===== config.mk =====
export PLATFORM = sky130hd
export DESIGN_NAME = debounce_bank
export DESIGN_NICKNAME = d
export VERILOG_FILES = /design/src/rtl/debounce_pkg.sv /design/src/rtl/debounce_channel.sv /design/src/rtl/debounce_bank.sv
export SDC_FILE = /design/constraint.sdc
export NUM_CORES = 1
export LEC_CHECK = 0
export CAP_MARGIN = 15
export CORE_MARGIN = 2
export CORE_UTILIZATION = 53
export CTS_CLUSTER_SIZE = 20
export DETAILED_ROUTE_END_ITERATION = 6
export PLACE_DENSITY = 0.73
export SETUP_SLACK_MARGIN = 0.15
export SYNTH_ARGS = -nofsm -noshare
export SYNTH_HDL_FRONTEND = slang
export SYNTH_SLANG_ARGS = --single-unit

===== constraint.sdc =====
create_clock -name i_Clk -period 1.7 [get_ports i_Clk]
set_input_delay 0.34 -clock i_Clk [delete_from_list [all_inputs] [get_ports i_Clk]]
set_output_delay 0.34 -clock i_Clk [all_outputs]
set_load 0.01 [all_outputs]

===== src/rtl/debounce_pkg.sv =====
// Shared constants, event bundle and counter sizing
// for the debounce_bank switch conditioner.
package debounce_pkg;

  localparam int DEBOUNCE_10MS_25MHZ = 250000;
  localparam int HOLD_1S_25MHZ       = 25000000;

  typedef struct packed {
    logic press;
    logic rel;
    logic hold;
  } ch_evt_t;

  function automatic int cnt_width(input int limit);
    if (limit < 1) return 1;
    return $clog2(limit + 1);
  endfunction

endpackage


===== src/rtl/debounce_channel.sv =====
// One switch channel: synchronizer, stability counter,
// hold counter and registered press/release/hold pulses.
module debounce_channel
  import debounce_pkg::*;
#(
  parameter int   DEBOUNCE_LIMIT = DEBOUNCE_10MS_25MHZ,
  parameter int   HOLD_LIMIT     = HOLD_1S_25MHZ,
  parameter int   SYNC_STAGES    = 2,
  parameter logic ACTIVE_LEVEL   = 1'b1,
  parameter logic RESET_LEVEL    = 1'b0
) (
  input  logic    clk_i,
  input  logic    rst_ni,
  input  logic    sw_i,
  output logic    level_o,
  output ch_evt_t evt_o,
  output ch_evt_t evt_d_o
);

  localparam int DW = cnt_width(DEBOUNCE_LIMIT);
  localparam logic [DW-1:0] DB_LAST =
    DW'(DEBOUNCE_LIMIT - 1);

  logic [SYNC_STAGES-1:0] sync_q;
  logic [SYNC_STAGES-1:0] sync_d;
  logic                   s;
  logic                   level_q;
  logic                   level_d;
  logic [DW-1:0]          db_cnt_q;
  logic [DW-1:0]          db_cnt_d;
  logic                   accept;
  logic                   hold_d;
  ch_evt_t                evt_q;
  ch_evt_t                evt_d;

  assign sync_d = {sync_q[SYNC_STAGES-2:0], sw_i};
  assign s      = sync_q[SYNC_STAGES-1];

  always_comb begin
    db_cnt_d = '0;
    level_d  = level_q;
    accept   = 1'b0;
    if (s != level_q) begin
      if (db_cnt_q == DB_LAST) begin
        accept  = 1'b1;
        level_d = s;
      end else begin
        db_cnt_d = db_cnt_q + 1'b1;
      end
    end
  end

  if (HOLD_LIMIT > 0) begin : g_hold
    localparam int HW = cnt_width(HOLD_LIMIT);
    localparam logic [HW-1:0] H_MAX  = HW'(HOLD_LIMIT);
    localparam logic [HW-1:0] H_LAST = HW'(HOLD_LIMIT - 1);

    logic [HW-1:0] h_cnt_q;
    logic [HW-1:0] h_cnt_d;
    logic          pressed;

    assign pressed = (level_q == ACTIVE_LEVEL);

    always_comb begin
      h_cnt_d = '0;
      if (pressed) begin
        if (h_cnt_q == H_MAX) h_cnt_d = H_MAX;
        else                  h_cnt_d = h_cnt_q + 1'b1;
      end
    end

    // a release accepted on the reaching edge suppresses hold
    assign hold_d = pressed && !accept &&
                    (h_cnt_q == H_LAST);

    always_ff @(posedge clk_i or negedge rst_ni) begin
      if (!rst_ni) h_cnt_q <= '0;
      else         h_cnt_q <= h_cnt_d;
    end
  end else begin : g_no_hold
    assign hold_d = 1'b0;
  end

  always_comb begin
    evt_d       = '0;
    evt_d.press = accept && (s == ACTIVE_LEVEL);
    evt_d.rel   = accept && (s != ACTIVE_LEVEL);
    evt_d.hold  = hold_d;
  end

  always_ff @(posedge clk_i or negedge rst_ni) begin
    if (!rst_ni) begin
      sync_q   <= {SYNC_STAGES{RESET_LEVEL}};
      level_q  <= RESET_LEVEL;
      db_cnt_q <= '0;
      evt_q    <= '0;
    end else begin
      sync_q   <= sync_d;
      level_q  <= level_d;
      db_cnt_q <= db_cnt_d;
      evt_q    <= evt_d;
    end
  end

  assign level_o = level_q;
  assign evt_o   = evt_q;
  assign evt_d_o = evt_d;

endmodule


===== src/rtl/debounce_bank.sv =====
// Bank of independent debounced switch channels with
// a registered any-event flag aligned to the pulses.
module debounce_bank
  import debounce_pkg::*;
#(
  parameter int   NUM_CH         = 4,
  parameter int   DEBOUNCE_LIMIT = DEBOUNCE_10MS_25MHZ,
  parameter int   HOLD_LIMIT     = HOLD_1S_25MHZ,
  parameter int   SYNC_STAGES    = 2,
  parameter logic ACTIVE_LEVEL   = 1'b1,
  parameter logic RESET_LEVEL    = 1'b0
) (
  input  logic              i_Clk,
  input  logic              i_Rst_L,
  input  logic [NUM_CH-1:0] i_Switch,
  output logic [NUM_CH-1:0] o_Level,
  output logic [NUM_CH-1:0] o_Press,
  output logic [NUM_CH-1:0] o_Release,
  output logic [NUM_CH-1:0] o_Hold,
  output logic              o_Any_Event
);

  ch_evt_t [NUM_CH-1:0] evt;
  ch_evt_t [NUM_CH-1:0] evt_d;
  logic                 any_d;
  logic                 any_q;

  for (genvar n = 0; n < NUM_CH; n++) begin : g_ch
    debounce_channel #(
      .DEBOUNCE_LIMIT (DEBOUNCE_LIMIT),
      .HOLD_LIMIT     (HOLD_LIMIT),
      .SYNC_STAGES    (SYNC_STAGES),
      .ACTIVE_LEVEL   (ACTIVE_LEVEL),
      .RESET_LEVEL    (RESET_LEVEL)
    ) u_ch (
      .clk_i   (i_Clk),
      .rst_ni  (i_Rst_L),
      .sw_i    (i_Switch[n]),
      .level_o (o_Level[n]),
      .evt_o   (evt[n]),
      .evt_d_o (evt_d[n])
    );

    assign o_Press[n]   = evt[n].press;
    assign o_Release[n] = evt[n].rel;
    assign o_Hold[n]    = evt[n].hold;
  end

  // built from next-state events so it lands with the pulses
  always_comb begin
    any_d = 1'b0;
    for (int n = 0; n < NUM_CH; n++) begin
      any_d = any_d | (|evt_d[n]);
    end
  end

  always_ff @(posedge i_Clk or negedge i_Rst_L) begin
    if (!i_Rst_L) any_q <= 1'b0;
    else          any_q <= any_d;
  end

  assign o_Any_Event = any_q;

endmodule


* Word-level counts from Yosys, hierarchy flattened *
Index checks and enable logic that the tools add are counted.

word-level totals
  flip-flop bits (word level) = 197
  input bits = 6
  output and inout bits = 17
  logic and storage cells = 112

cells by class
  add/sub/neg operators = 8
  equality and inequality tests = 16
  mux-type cells = 24
  bitwise gates (word level) = 7
  reduce and logical (&&, ||, !) cells = 28

operator list
  kind                                           number
  equality test 25 bit, second input constant    8
  2-to-1 mux 25 bit                              8
  2-to-1 mux 18 bit                              8
  adder 25 x 1 -> 25 bit, second input constant  4
  adder 18 x 1 -> 18 bit, second input constant  4
  equality test 18 bit, second input constant    4
  logical AND 1 bit                              16
  OR reduction 3 bit                             4
  2-to-1 mux 1 bit                               8
  AND reduction 2 bit                            4
  zero test 1 bit                                4
  inequality test 1 bit                          4
  inverter 1 bit                                 4
  OR 1 bit                                       3

* Longest topological paths before layout *
  depth after elaboration = 10
  depth in mapped cells = 8
  depth with buffers taken out = 7

* Hierarchy *
From an unflattened synthesis, not the netlist that was laid out.

unflattened totals
  cells, all modules = 965
  area total of the unflattened synthesis = 9,663.0 µm²

modules (own cells, without submodules)
  module            instances  cells each  area each (µm²)  sequential area each (µm²)
  debounce_channel  4          240         2,403.6          1,226.2
  debounce_bank     1          5           48.8             25.0

* Worst setup path before layout *
OpenSTA, ideal clock, no wires.

  kind = register to register
  start point = register g_ch[0].u_ch.db_cnt_q[0]
  end point = register any_q (netlist: o_Any_Event)
  library setup time = 137 ps
  arrival = 1,736 ps
  required time = 1,563 ps
  slack = -173 ps
  stages on the path, launching flop included = 8
  buffers on the path = 1
  clock period less this slack = 1,873 ps
  cell sequence = dfrtp_1 > ha_1 > nand3_2 > or3_1 > or2_0 > buf_2 > o211a_1 > nand4bb_1

RTL lines
  item                    RTL line                 RTL
  from (decl)             debounce_channel.sv:29   logic [DW-1:0] db_cnt_q;
  from (signal assigned)  debounce_channel.sv:100  db_cnt_q <= db_cnt_d;
  to (signal assigned)    debounce_bank.sv:59      else any_q <= any_d;
  to (decl)               debounce_bank.sv:26      logic any_q;

* Worst setup path in the final report *
  start point = register g_ch[1].u_ch.g_hold.h_cnt_q[1]
  end point = register g_ch[1].u_ch.g_hold.h_cnt_q[15]

on the way
  cells in the longest elaborated chain, start to end = 3
  elaborated cells on any way between the ends = 4
  classes of those cells = add/sub (1); eq/ne (1); mux (2)

RTL lines
  item                                                            RTL line                                        RTL
  from (decl)                                                     debounce_channel.sv:58                          logic [HW-1:0] h_cnt_q;
  from (signal assigned)                                          debounce_channel.sv:78                          else h_cnt_q <= h_cnt_d;
  adder 25 x 1 -> 25 bit or equality test 25 bit (tied branches)  debounce_channel.sv:68, debounce_channel.sv:67
  2-to-1 mux 25 bit (*)                                           debounce_channel.sv:67                          if (h_cnt_q == H_MAX) h_cnt_d = H_MAX;
  2-to-1 mux 25 bit (*)                                           debounce_channel.sv:66                          if (pressed) begin
  via g_ch[1].u_ch.g_hold.h_cnt_d[15]                             debounce_channel.sv:59                          logic [HW-1:0] h_cnt_d;

Mark *: on every way through the listed nets, which the timed path passes. The rest lies on a longest branch.
A chain may end at the register's enable or synchronous reset.

==> summary.md <==
| Metric | Value |
|---|---|
| Fmax | 545 MHz |
| Asr flop ratio synth | 100% |
| Peak supply drop | 745 µV |
| Proportion of layout cells with a drive suffix above 1 | 42.2% |
| RSZ-0062 raised after global routing | yes |
| Worst slew pin tran | 0.664 ns |
| Pin count of the biggest net entering global routing | 52 |
| Register-to-register setup slack | -0.13 ns |
| Yosys reg bits | 197 |
| Post-Layout Cell Count | 1426 |
| Compound-gate portion of the synthesized area | 1.89% |
| Clk buf depth | 2 |
| # IOs | 23 |
| Final Max Tran Viols | 0 |
| Top post-synthesis cells by area | dfrtp_1 (52%), xor2_1 (7.9%), nor2_1 (5.9%), xnor2_1 (5.8%), nand3_1 (3.5%) |
| Register clock-pin slew on the reported worst setup and hold paths | 0.07 ns |
| # diodes | 0 |
| Clock Power Share | 45.4% |
| YS warnings | 0 |
| Violated checks | setup timing |
| Mux share of post-synthesis cell area | 0.472% |
| Combinational power share | 3.8% |
| Area growth, synth to finish | 47.1% |
| WS Path Type | flip-flop to flip-flop |
| HP Start | i_Switch[2] |
| Hold_ws | 0.334 ns |
| Post-synth EDFFs | 0 |
| LEAKAGE | 6.33 nW |
| Worst R2R Start | g_ch[1].u_ch.g_hold.h_cnt_q[1] |
| GR Util All Layers | 23.5% |
| Syn Area/Cell | 10.1 µm² |
| Syn Std Cell Area | 9540 µm² |
| Gr ovfl total | 0 |
| Synth Instances | 942 |
| Buffers on Ports | 22 |
| Sequential fraction of the synthesis area | 51.7% |
| H-tree lvl count | 4 |
| Crit-path max FO | 8 |
| Min cycle time layout | 1.83 ns |
| Hold Crit Class | input port to flip-flop |
| CTS Root Cell | clkbuf_16 |
| Final setup vio count | 73 |
| Final WS setup | -0.133 ns |
| Die Wd | 138 µm |
| Core area | 17800 µm² |
| Remaining antenna violation count after routing | 0 |
| CTS tree | yes |
| Max Cap Viol | 0 |
| Row cnt | 49 |
| Initial Util | 53.5% |
| XOR/XNOR Fraction of Synth Area | 13.7% |
| Vias per cell | 5.54 |
| Vias in the first global route | 7819 |
| Total Routed Length | 25.4 mm |
| Final clock skew | 0.0176 ns |
| Placed Cells | 1317 |
| Simple-gate share of the synthesized area | 27.9% |
| Vias | 7906 |
| Global-route wire length before repair | 37.1 mm |
| Count leader, synth | dfrtp_1 |
| Final period util | 108% |
| Dpl ws | -0.0690 ns |
| Synth Area in Adders | 1.57% |
| Total power divided by cell area | 667 nW/µm² |
| Clk Latency, worst-skew pair | 0.44 ns |
| Syn_nets | 960 |
| DR DRC count | 0 |
| Worst Setup End Kind | flip-flop |
| Final HPWL DP | 13.4 mm |
| Outcome | finished with violations |
| Synth cell types | 47 |
| Largest family of logic cells by synthesized area | simple AND/OR/NAND/NOR gates |
| Routability congestion estimate | 0.807 |
| Top-area cell type share of the netlist area | 51.7% |
| First-pass iteration count of the detailed router | 5 |
| Top cells by count, synth | dfrtp_1 (197), nor2_1 (150), xor2_1 (86) |
| Routed wire per std cell | 17.8 µm |
| Die Height | 138 µm |
| Slew headroom | 55.7% |
| Die area | 19100 µm² |
| Ys flop type | dfrtp_1 |
| CTS sink count | 197 |
| Switching power | 0.00210 W |
| CP Launch Type | flip-flop |
| Share of power burned in registers | 50.8% |
| Worst Path Arrival | 2.16 ns |
| Initial DRC Count | 421 |
| Internal cell power | 0.00725 W |
| Fin. Hold Viols | 0 |
| Final net count | 1202 |
| Area leader, netlist | dfrtp_1 |
| CTS Buf Count | 17 |
| Initial antenna violation count | 0 |
| Worst endpoint required time | 2.02 ns |
| Sw Ratio | 22.5% |
| Critical Path Start | g_ch[1].u_ch.g_hold.h_cnt_q[1] |
==> cell families (layout without fill, tap and decap cells) <==
logic type | count (synthesis) | after routing
flip-flops | 197 | 197
XOR/XNOR | 149 | 149
AND/OR/NAND/NOR | 495 | 498
buffers and inverters | 57 | 309
adder cells (fa/ha/maj) | 12 | 12
multiplexers | 4 | 4
AO/OA/AOI/OAI | 28 | 28
==> layout by cell type (no fill, tap or decap), types with 12 or more instances in the layout <==
| cell | Yosys | layout |
|---|---|---|
| dfrtp_1 | 197 | 192 |
| buf_4 | 6 | 170 |
| xor2_1 | 86 | 79 |
| xnor2_1 | 63 | 59 |
| nor2_1 | 150 | 59 |
| nand3_1 | 67 | 55 |
| nor2_2 | 0 | 49 |
| nand2_1 | 48 | 44 |
| nor2_4 | 0 | 42 |
| buf_6 | 3 | 40 |
| nand4_1 | 36 | 36 |
| and2_1 | 30 | 29 |
| inv_1 | 30 | 26 |
| clkbuf_16 | 0 | 19 |
| nor4_4 | 0 | 18 |
| dlygate4sd2_1 | 0 | 15 |
| nor3_4 | 0 | 14 |
| and3_1 | 21 | 12 |
==> flip-flops by register name, indices dropped and copies added (netlist names) <==
| signal | cells |
|---|---|
| g_ch.u_ch.g_hold.h_cnt_q | 100 |
| g_ch.u_ch.db_cnt_q | 72 |
| g_ch.u_ch.evt_o | 12 |
| g_ch.u_ch.sync_q | 8 |
| g_ch.u_ch.level_o | 4 |
| o_Any_Event | 1 |
==> power by group through the flow <==
stage	clock (W)	sequential [W]	combinational, W
after floorplan	0	0.00483	0.0000786
after global routing	0.00448	0.00475	0.000397
after detailed placement	0	0.00484	0.000257
final	0.00425	0.00475	0.000360
after CTS	0.00427	0.00475	0.000284
after global placement	0	0.00483	0.000251
==> metrics by stage <==
| step | total power, W | setup TNS (ns) | utilization [%] | cell area [µm²] |
|---|---|---|---|---|
| floorplan | 0.00491 | -1.38 | - | 9760 |
| global placement | 0.00509 | -0.452 | 63.3 | 11300 |
| detailed placement | 0.00509 | -1.74 | 63.3 | 11300 |
| CTS | 0.00930 | -1.53 | 71.8 | 12800 |
| global route | 0.00963 | -12.33 | 78.7 | 14000 |
| finish | 0.00936 | -4.52 | 78.7 | 14000 |
==> final timing paths <==
check | endpoint | depth (start not counted)
worst max-delay path | g_ch[1].u_ch.g_hold.h_cnt_q[15] | 8
min in group asynchronous | g_ch[3].u_ch.g_hold.h_cnt_q[16] | 2
max in group asynchronous | g_ch[0].u_ch.level_o | 3
worst min register to register | g_ch[2].u_ch.sync_q[1] | 0
worst min-delay path | g_ch[2].u_ch.sync_q[0] | 1
worst max register to register | g_ch[1].u_ch.g_hold.h_cnt_q[15] | 8
==> repair_timing <==
| item | 4_1_cts | 5_1_grt |
|---|---|---|
| pin swaps | 75 | 113 |
| hold endpoints to repair | 25 | 0 |
| gates cloned | 1 | 6 |
| endpoints found under the setup margin | 190 | 182 |
| setup buffers | 44 | 25 |
| hold buffers | 1 | 0 |
| gates resized for setup | 146 | 229 |
==> final cells by class <==
cell class,instances,area (µm²)
Clock buffer,20,457
Clock inverter,12,151
Fill cell,965,3810
Inverter,30,118
Multi-Input combinational cell,691,5880
Sequential cell,197,4940
Tap cell,229,287
Timing Repair Buffer,247,2200
==> worst max-delay path, cell delays in order (launching register included) <==
cell and delay (ns):
dfrtp_1 0.40, inv_2 0.08, ha_4 0.12, or4b_4 0.45, nor3b_2 0.17, nand4_1 0.15
nand2_2 0.14, buf_6 0.14, nor2_1 0.07
==> routing by layer <==
metal / track usage (%) / wire length [µm] / vias up / part of all wire [%]
met4: 6.23 / 469 / 0 / 1.8
met1: 30.9 / 10800 / 4008 / 43
met5: 0 / 0 / - / 0
li1: - / - / 3714 / -
met3: 4.57 / 809 / 38 / 3.2
met2: 40.3 / 13300 / 146 / 52
Power figures use the tool's default switching activity.
